`config.mk`:
```
export PLATFORM = sky130hd
export DESIGN_NAME = dendrite_arbiter_flat
export DESIGN_NICKNAME = d
export VERILOG_FILES = /design/src/rtl/dendrite_arbiter_if.sv /design/src/rtl/dendrite_arbiter.sv /design/src/flat_wrapper.sv
export SDC_FILE = /design/constraint.sdc
export NUM_CORES = 1
export LEC_CHECK = 0
export CAP_MARGIN = 40
export CORE_ASPECT_RATIO = 0.5
export CORE_MARGIN = 4
export CORE_UTILIZATION = 56
export CTS_BUF_LIST = sky130_fd_sc_hd__clkbuf_2 sky130_fd_sc_hd__clkbuf_4 sky130_fd_sc_hd__clkbuf_8
export DETAILED_ROUTE_END_ITERATION = 7
export PLACE_DENSITY = 0.81
export SLEW_MARGIN = 20
export SYNTH_ARGS = -nofsm -noshare
export SYNTH_HDL_FRONTEND = slang
export SYNTH_SLANG_ARGS = --single-unit
```
`constraint.sdc`:
```
create_clock -name clk -period 5.41 [get_ports clk]
set_input_delay 1.623 -clock clk [delete_from_list [all_inputs] [get_ports clk]]
set_output_delay 1.623 -clock clk [all_outputs]
set_load 0.01 [all_outputs]
```
`src/rtl/dendrite_arbiter_if.sv`:
```
// Handshake bundle between the synapse/incoming requesters and the dendrite arbiter.
interface dendrite_arbiter_if #(
  parameter int NUM_SYN = 4
);
  localparam int SEL_W = $clog2(NUM_SYN + 1);

  logic               enable;
  logic [NUM_SYN:0]   req_vld;
  logic               dend_rdy;
  logic [NUM_SYN:0]   req_rdy;
  logic [SEL_W-1:0]   grant_sel;
  logic               grant_vld;
  logic               dend_vld;

  modport master (
    output enable, req_vld, dend_rdy,
    input  req_rdy, grant_sel, grant_vld, dend_vld
  );

  modport slave (
    input  enable, req_vld, dend_rdy,
    output req_rdy, grant_sel, grant_vld, dend_vld
  );
endinterface

```
`src/rtl/dendrite_arbiter.sv`:
```
// Burst arbiter sharing the dendrite unit among NUM_SYN synapses plus the incoming port.
// Optional macro UCASPIAN_ARB_INCOMING_PRIO_EN: incoming port preferred, alternating with synapses.
module dendrite_arbiter #(
  parameter int NUM_SYN   = 4,
  parameter int MAX_BURST = 8
) (
  input  logic               clk,
  input  logic               reset,
  dendrite_arbiter_if.slave  arb
);
  localparam int NPORT = NUM_SYN + 1;
  localparam int SEL_W = $clog2(NPORT);
  localparam int CNT_W = (MAX_BURST > 1) ? $clog2(MAX_BURST) : 1;
`ifdef UCASPIAN_ARB_INCOMING_PRIO_EN
  localparam int RR_N = NUM_SYN;
`else
  localparam int RR_N = NPORT;
`endif

  typedef enum logic {IDLE, GRANT} state_t;

  state_t             state_reg, state_next;
  logic [SEL_W-1:0]   grant_sel_reg, grant_sel_next;
  logic               grant_vld_reg, grant_vld_next;
  logic [SEL_W-1:0]   rr_ptr_reg, rr_ptr_next;
  logic [CNT_W-1:0]   burst_cnt_reg, burst_cnt_next;
  logic [SEL_W-1:0]   rr_winner, winner, ptr_after;
  logic               any_req, sel_vld, xfer, last_xfer;
`ifdef UCASPIAN_ARB_INCOMING_PRIO_EN
  logic               syn_turn_reg, syn_turn_next;
  logic               syn_pending;
`endif

  assign any_req   = |arb.req_vld;
  assign sel_vld   = arb.req_vld[grant_sel_reg];
  assign xfer      = grant_vld_reg & sel_vld & arb.dend_rdy;
  assign last_xfer = xfer && (burst_cnt_reg == CNT_W'(MAX_BURST - 1));
  assign ptr_after = (grant_sel_reg == SEL_W'(RR_N - 1)) ? '0 : grant_sel_reg + SEL_W'(1);

  generate
    for (genvar gi = 0; gi < NPORT; gi++) begin : g_rdy
      assign arb.req_rdy[gi] = arb.dend_rdy & grant_vld_reg & (grant_sel_reg == SEL_W'(gi));
    end
  endgenerate

  assign arb.grant_sel = grant_sel_reg;
  assign arb.grant_vld = grant_vld_reg;
  assign arb.dend_vld  = grant_vld_reg & sel_vld;

  // First asserted requester at or after rr_ptr, wrapping over the round-robin ring.
  always_comb begin : rr_search
    logic             found;
    logic [SEL_W:0]   sum;
    logic [SEL_W-1:0] idx;
    found     = 1'b0;
    sum       = '0;
    idx       = '0;
    rr_winner = '0;
    for (int k = 0; k < RR_N; k++) begin
      sum = {1'b0, rr_ptr_reg} + (SEL_W + 1)'(k);
      if (sum >= (SEL_W + 1)'(RR_N)) sum = sum - (SEL_W + 1)'(RR_N);
      idx = sum[SEL_W-1:0];
      if (!found && arb.req_vld[idx]) begin
        found     = 1'b1;
        rr_winner = idx;
      end
    end
  end

`ifdef UCASPIAN_ARB_INCOMING_PRIO_EN
  assign syn_pending = |arb.req_vld[NUM_SYN-1:0];
  assign winner = (arb.req_vld[NUM_SYN] && !(syn_turn_reg && syn_pending)) ?
                  SEL_W'(NUM_SYN) : rr_winner;
`else
  assign winner = rr_winner;
`endif

  always_comb begin
    state_next     = state_reg;
    grant_sel_next = grant_sel_reg;
    grant_vld_next = grant_vld_reg;
    rr_ptr_next    = rr_ptr_reg;
    burst_cnt_next = burst_cnt_reg;
`ifdef UCASPIAN_ARB_INCOMING_PRIO_EN
    syn_turn_next  = syn_turn_reg;
`endif
    case (state_reg)
      IDLE: begin
        if (arb.enable && any_req) begin
          state_next     = GRANT;
          grant_sel_next = winner;
          grant_vld_next = 1'b1;
          burst_cnt_next = '0;
        end
      end
      GRANT: begin
        // dend_rdy low freezes the count and never forces a release.
        if (xfer) burst_cnt_next = burst_cnt_reg + CNT_W'(1);
        if (last_xfer || !sel_vld || !arb.enable) begin
          state_next     = IDLE;
          grant_vld_next = 1'b0;
`ifdef UCASPIAN_ARB_INCOMING_PRIO_EN
          if (grant_sel_reg == SEL_W'(NUM_SYN)) begin
            syn_turn_next = 1'b1;
          end else begin
            rr_ptr_next   = ptr_after;
            syn_turn_next = 1'b0;
          end
`else
          rr_ptr_next = ptr_after;
`endif
        end
      end
      default: state_next = IDLE;
    endcase
  end

  always_ff @(posedge clk) begin
    if (reset) begin
      state_reg     <= IDLE;
      grant_sel_reg <= '0;
      grant_vld_reg <= 1'b0;
      rr_ptr_reg    <= '0;
      burst_cnt_reg <= '0;
`ifdef UCASPIAN_ARB_INCOMING_PRIO_EN
      syn_turn_reg  <= 1'b0;
`endif
    end else begin
      state_reg     <= state_next;
      grant_sel_reg <= grant_sel_next;
      grant_vld_reg <= grant_vld_next;
      rr_ptr_reg    <= rr_ptr_next;
      burst_cnt_reg <= burst_cnt_next;
`ifdef UCASPIAN_ARB_INCOMING_PRIO_EN
      syn_turn_reg  <= syn_turn_next;
`endif
    end
  end
endmodule

```
`src/flat_wrapper.sv`:
```
// flat-port wrapper written by rule: the top's interface ports become plain ports
module dendrite_arbiter_flat 
#(
  parameter int NUM_SYN   = 4,
  parameter int MAX_BURST = 8
)
  (clk, reset, arb_enable, arb_req_vld, arb_dend_rdy, arb_req_rdy, arb_grant_sel, arb_grant_vld, arb_dend_vld);
  dendrite_arbiter_if #(.NUM_SYN(NUM_SYN)) arb_i ();
  input  logic clk;
  input  logic reset;
  input wire logic [$bits(arb_i.enable)-1:0] arb_enable;
  input wire logic [$bits(arb_i.req_vld)-1:0] arb_req_vld;
  input wire logic [$bits(arb_i.dend_rdy)-1:0] arb_dend_rdy;
  output wire logic [$bits(arb_i.req_rdy)-1:0] arb_req_rdy;
  output wire logic [$bits(arb_i.grant_sel)-1:0] arb_grant_sel;
  output wire logic [$bits(arb_i.grant_vld)-1:0] arb_grant_vld;
  output wire logic [$bits(arb_i.dend_vld)-1:0] arb_dend_vld;
  assign arb_i.enable = arb_enable;
  assign arb_i.req_vld = arb_req_vld;
  assign arb_i.dend_rdy = arb_dend_rdy;
  assign arb_req_rdy = arb_i.req_rdy;
  assign arb_grant_sel = arb_i.grant_sel;
  assign arb_grant_vld = arb_i.grant_vld;
  assign arb_dend_vld = arb_i.dend_vld;
  dendrite_arbiter #(.NUM_SYN(NUM_SYN), .MAX_BURST(MAX_BURST)) u_core (.clk(clk), .reset(reset), .arb(arb_i));
endmodule
```
## Word level (Yosys, flattened, before mapping)

Index checks and enable logic that the tools add are counted.

- Flip-flop bits (word level): 11
- Bits in latches: 0
- Memory bits (writable): 0
- ROM bits: 0
- Input port bits: 9
- Output and inout bits: 10
- Memories kept: 0

- Add/subtract/negate cells: 11
- Multiply operators: 0
- Divide/modulo/power cells: 0
- Order comparisons: 11
- Eq/ne operators: 8
- Shift operators: 0
- Mux-type cells: 36
- Bitwise logic cells: 9
- Reductions and logical operators: 20

Operators with widths:

| operator | count |
|---|---|
| $mux W3 | 13 |
| $lt A3 B4 Y1 const B | 6 |
| $bmux W1 S3 | 6 |
| $ge A4 B3 Y1 const B | 4 |
| $sub A3 B3 Y3 const B | 5 |
| $mux W1 | 14 |
| $add A3 B2 Y4 const B | 2 |
| $and A1 B1 Y1 | 8 |
| $reduce_and A2 Y1 | 4 |
| $add A3 B1 Y3 const B | 2 |
| $eq A3 B2 Y1 const B | 2 |
| $eq A3 B3 Y1 const B | 2 |
| $logic_and A1 B1 Y1 | 6 |
| $logic_not A1 Y1 | 6 |
| $pmux W3 S2 | 1 |
| $reduce_or A5 Y1 | 1 |
| $add A3 B1 Y4 const B | 1 |
| $add A3 B3 Y4 const B | 1 |
| $ne A2 B2 Y1 const B | 2 |
| $pmux W1 S2 | 2 |
| $eq A3 B1 Y1 const B | 1 |
| $ge A3 B3 Y1 const B | 1 |
| $logic_not A3 Y1 | 1 |
| $logic_or A1 B1 Y1 | 2 |
| 2 further kinds | 2 |

## Depth between registers and ports, before layout

- Depth in word-level cells: 17
- Depth in mapped cells: 13

## Worst setup path before layout

No wires, ideal clock.

- Path kind: input-to-output
- Start: in arb_req_vld[2]
- End: out arb_dend_vld
- Arrival time: 2581 ps
- Required time: 3787 ps
- Setup slack: 1206 ps
- Cell stages on the path: 5
- Buffers on the path: 1
- Path through: clkbuf_1 mux4_2 nand2_1 o41ai_1 and2_1

- Cells in the longest elaborated chain, start to end: 3

Ends and longest elaborated chain:

| item | line | text |
|---|---|---|
| from (decl) | flat_wrapper.sv:12 | `input wire logic [$bits(arb_i.req_vld)-1:0] arb_req_vld;` |
| $bmux W1 S3 | dendrite_arbiter.sv:35 | `assign sel_vld = arb.req_vld[grant_sel_reg];` |
| $mux W1 (implied by the code) | dendrite_arbiter.sv:35 |  |
| $and A1 B1 Y1 | dendrite_arbiter.sv:48 | `assign arb.dend_vld = grant_vld_reg & sel_vld;` |
| to (decl) | flat_wrapper.sv:17 | `output wire logic [$bits(arb_i.dend_vld)-1:0] arb_dend_vld;` |

No other way between the ends. The select of a mux whose other input is x is not followed.

## Worst setup path after layout

- Start: in arb_req_vld[4]
- End: out arb_dend_vld

The elaborated chain is that of the path after synthesis.

==> impl_results.md <==
- Final hold violations: 0
- Setup repair bufs after CTS: 0
- Synth area leaders: dfxtp_1 (13%), ha_1 (11%), mux2i_1 (4.7%)
- Vias in the first global route: 1679
- Seq/Total Area, Yosys: 12.8%
- Max Freq: 196 MHz
- Core Area: 0.00275 mm2
- Most frequent cells after synthesis: nor2_1 (18), nand2_1 (17), ha_1 (15)
- CP max stage delay: 540 ps
- Post-route DRC: 0
- Largest net degree at the start of global routing: 24
- Slew at the pin with the worst max-slew slack: 633 ps
- Synth async-reset ratio: 0%
- Initial DRC count: 246
- Post-synth EDFFs: 0
- Syn Area/Cell: 7.94 um2
- Register area: 220 um2
- Layout cell share with drive strength beyond 1: 13.5%
- CP bufs+invs: 3
- Area occupied by multi-input gates: 0.00135 mm2
- Setup violators final: 0
- Synth Cell Area: 0.00171 mm2
- Worst setup EP type: output port
- Via count: 1794
- Crit path max-delay family: buffers and inverters
- DIE AREA: 0.00406 mm2
- CTS root buf: clkbuf_8
- Util after Layout: 71.6%
- Tot Pwr: 0.340 mW
- Tmin final: 5110 ps
- Cells along the critical path: clkdlybuf4s50_1 -> inv_1 -> o41ai_1 -> and2_1 -> clkdlybuf4s50_1
- FF-to-FF End: u_core.arb.grant_sel[0]$_SDFFE_PP0P_
- Dpl hpwl: 3.37 mm
- Crit Path Category: input pin to output port
- Hold Startpoint: u_core.burst_cnt_reg[2]$_SDFFE_PP0P_
- R2r startpoint: u_core.rr_ptr_reg[1]$_SDFFE_PP0P_
- R2R depth: 10
- Die height: 47.1 um
- CTS Buf Count: 3
- Synth top area share: 12.8%
- MaxCap Viol Count: 0
- Top-count cell post-synth: nor2_1
- H-tree lvl count: 1
- Skew final: 1.90 ps
- Flop2flop setup slack: 1810 ps
- WP data required: 3790 ps
- # IOs: 19
- Finished layout cell area: 0.00197 mm2
- Fill cell count: 222
- Gr usage total: 23.8%
- WL/cell: 17.6 um
- Sink Count: 11
- Worst slew margin: 57.2%
- Cell variety after synth: 70
- Grt total ovfl: 0
- Final period utilization: 94.5%
- Post-Layout Cell Count: 267
- Layout Nets: 256
- Worst slack at placement: 351 ps
- P_leak: 0.753 nW
- Vias per cell: 6.72
- Layout area overhead: 14.7%
- PwrDens: 173 mW/mm2
- Crit-path most repeated cell: clkdlybuf4s50_1
- DIE WIDTH: 86.2 um
- Pre-Repair DR Iteration Count: 5
- Syn Inst Count: 216
- Yosys top cell by area: dfxtp_1
- Initial antenna violation count: 0
- VDD IR max: 0.174 mV
- RSZ-0062 raised after global routing: false
- ANT cells: 0
- Synth Warn #: 0
- IO buf count: 18
- Gates resized, CTS repair: 0
- WHS Path Cells: 2
- Syn Nets: 241
- Hold crit path type: flip-flop to flip-flop
- Maximum clock path buffer count: 2
- Slew Limit Fails: 0
- Outcome: complete, no violations
- CP Launch Type: input pin
- Flops & latches, synth: 11
- ANT nets after route: 0
- Clk slew on worst S/H paths: 50 ps
- CP max-delay cell: clkdlybuf4s50_1
- Worst EP arrival: 3490 ps
- Core Rows: 13
- Sum Neg Setup Slack: 0 ps
- CTS hold repair buffers: 0
- Hold_ws: 492 ps
- Worst-path fanout max: 3
- WHS Endpoint: u_core.burst_cnt_reg[2]$_SDFFE_PP0P_
- Min setup slack post-route: 296 ps
- Initial Util: 62.4%
- CTS tree: done
- First-pass GRT wire length: 7.53 mm
- GPL Wtd Cong: 0.964
- Skew-Pair Late Insertion Delay: 240 ps
- DRT Wirelength: 4.70 mm
- Placed Instances: 261
- Post-DP Area: 0.00189 mm2
- Ys flop type: dfxtp_1
logic make-up after synthesis:
kind of cell,count (synthesis),synth area share (%)
and+or+nand+nor,80,25.9
AOI/OAI and AO/OA,63,29.1
buffers and inverters,29,8.47
adders and majority gates,16,12.1
muxes,13,9.49
DFF,11,12.8
xor gates and xnor gates,4,2.04
power breakdown:
group / switching, mW / internal, mW
clock network: 0.0298 / 0.0566
registers: 0.00741 / 0.0852
logic: 0.0888 / 0.0721
total: 0.126 / 0.214
layout make-up:
type / count / area share, %
multi-input cells: 176 / 68.6
repair buffers: 25 / 12.6
flip-flops and latches: 11 / 11.2
inverters: 14 / 2.80
clock buffers: 4 / 2.48
well taps: 37 / 2.35
worst max-delay path by stage:
stage,startpoint,endpoint,slack (ps),depth (start not counted)
2_1_floorplan,arb_req_vld[2],arb_dend_vld,1210,5
5_1_grt,arb_req_vld[4],arb_dend_vld,230,5
3_5_place_dp,arb_req_vld[4],arb_dend_vld,350,5
6_report,arb_req_vld[4],arb_dend_vld,300,5
4_1_cts,arb_req_vld[4],arb_dend_vld,300,5
3_3_place_gp,arb_req_vld[4],arb_dend_vld,350,5
layer usage:
layer / global-route usage, % / wire [um]
met2: 39.8 / 2130
met1: 31.3 / 2050
met3: 4.55 / 429
met5: 0 / 0
met4: 9.32 / 96
cell usage in the layout (no fill, tap or decap), types with 3 or more instances in the layout:
| cell | netlist | routed |
|---|---|---|
| a22o_1 | 4 | 4 |
| nand3_1 | 3 | 3 |
| nor3b_1 | 4 | 4 |
| nor2_1 | 18 | 18 |
| nand3b_1 | 4 | 4 |
| o21ai_0 | 4 | 4 |
| or3_1 | 3 | 3 |
| xnor2_1 | 4 | 4 |
| clkdlybuf4s50_1 | 0 | 18 |
| nand2b_1 | 3 | 3 |
| a21oi_1 | 14 | 14 |
| mux2i_1 | 8 | 8 |
| nor3_1 | 8 | 8 |
| nand2_1 | 17 | 17 |
| a21o_1 | 3 | 3 |
| clkbuf_8 | 0 | 3 |
| inv_1 | 12 | 12 |
| nor2b_1 | 3 | 3 |
| ha_1 | 15 | 15 |
| a211oi_1 | 3 | 3 |
| buf_4 | 1 | 5 |
| dfxtp_1 | 11 | 11 |
worst reg2reg max path: cells and delay by family, from the launching register on:
kind            cells  cell delay, ps
fa+ha+maj           2             870
mux                 1             360
xor+xnor            1             240
buf+inv             1             250
compound gates      4             820
simple gates        1             300
flops               1             680
(Power assumes the default switching activity.)
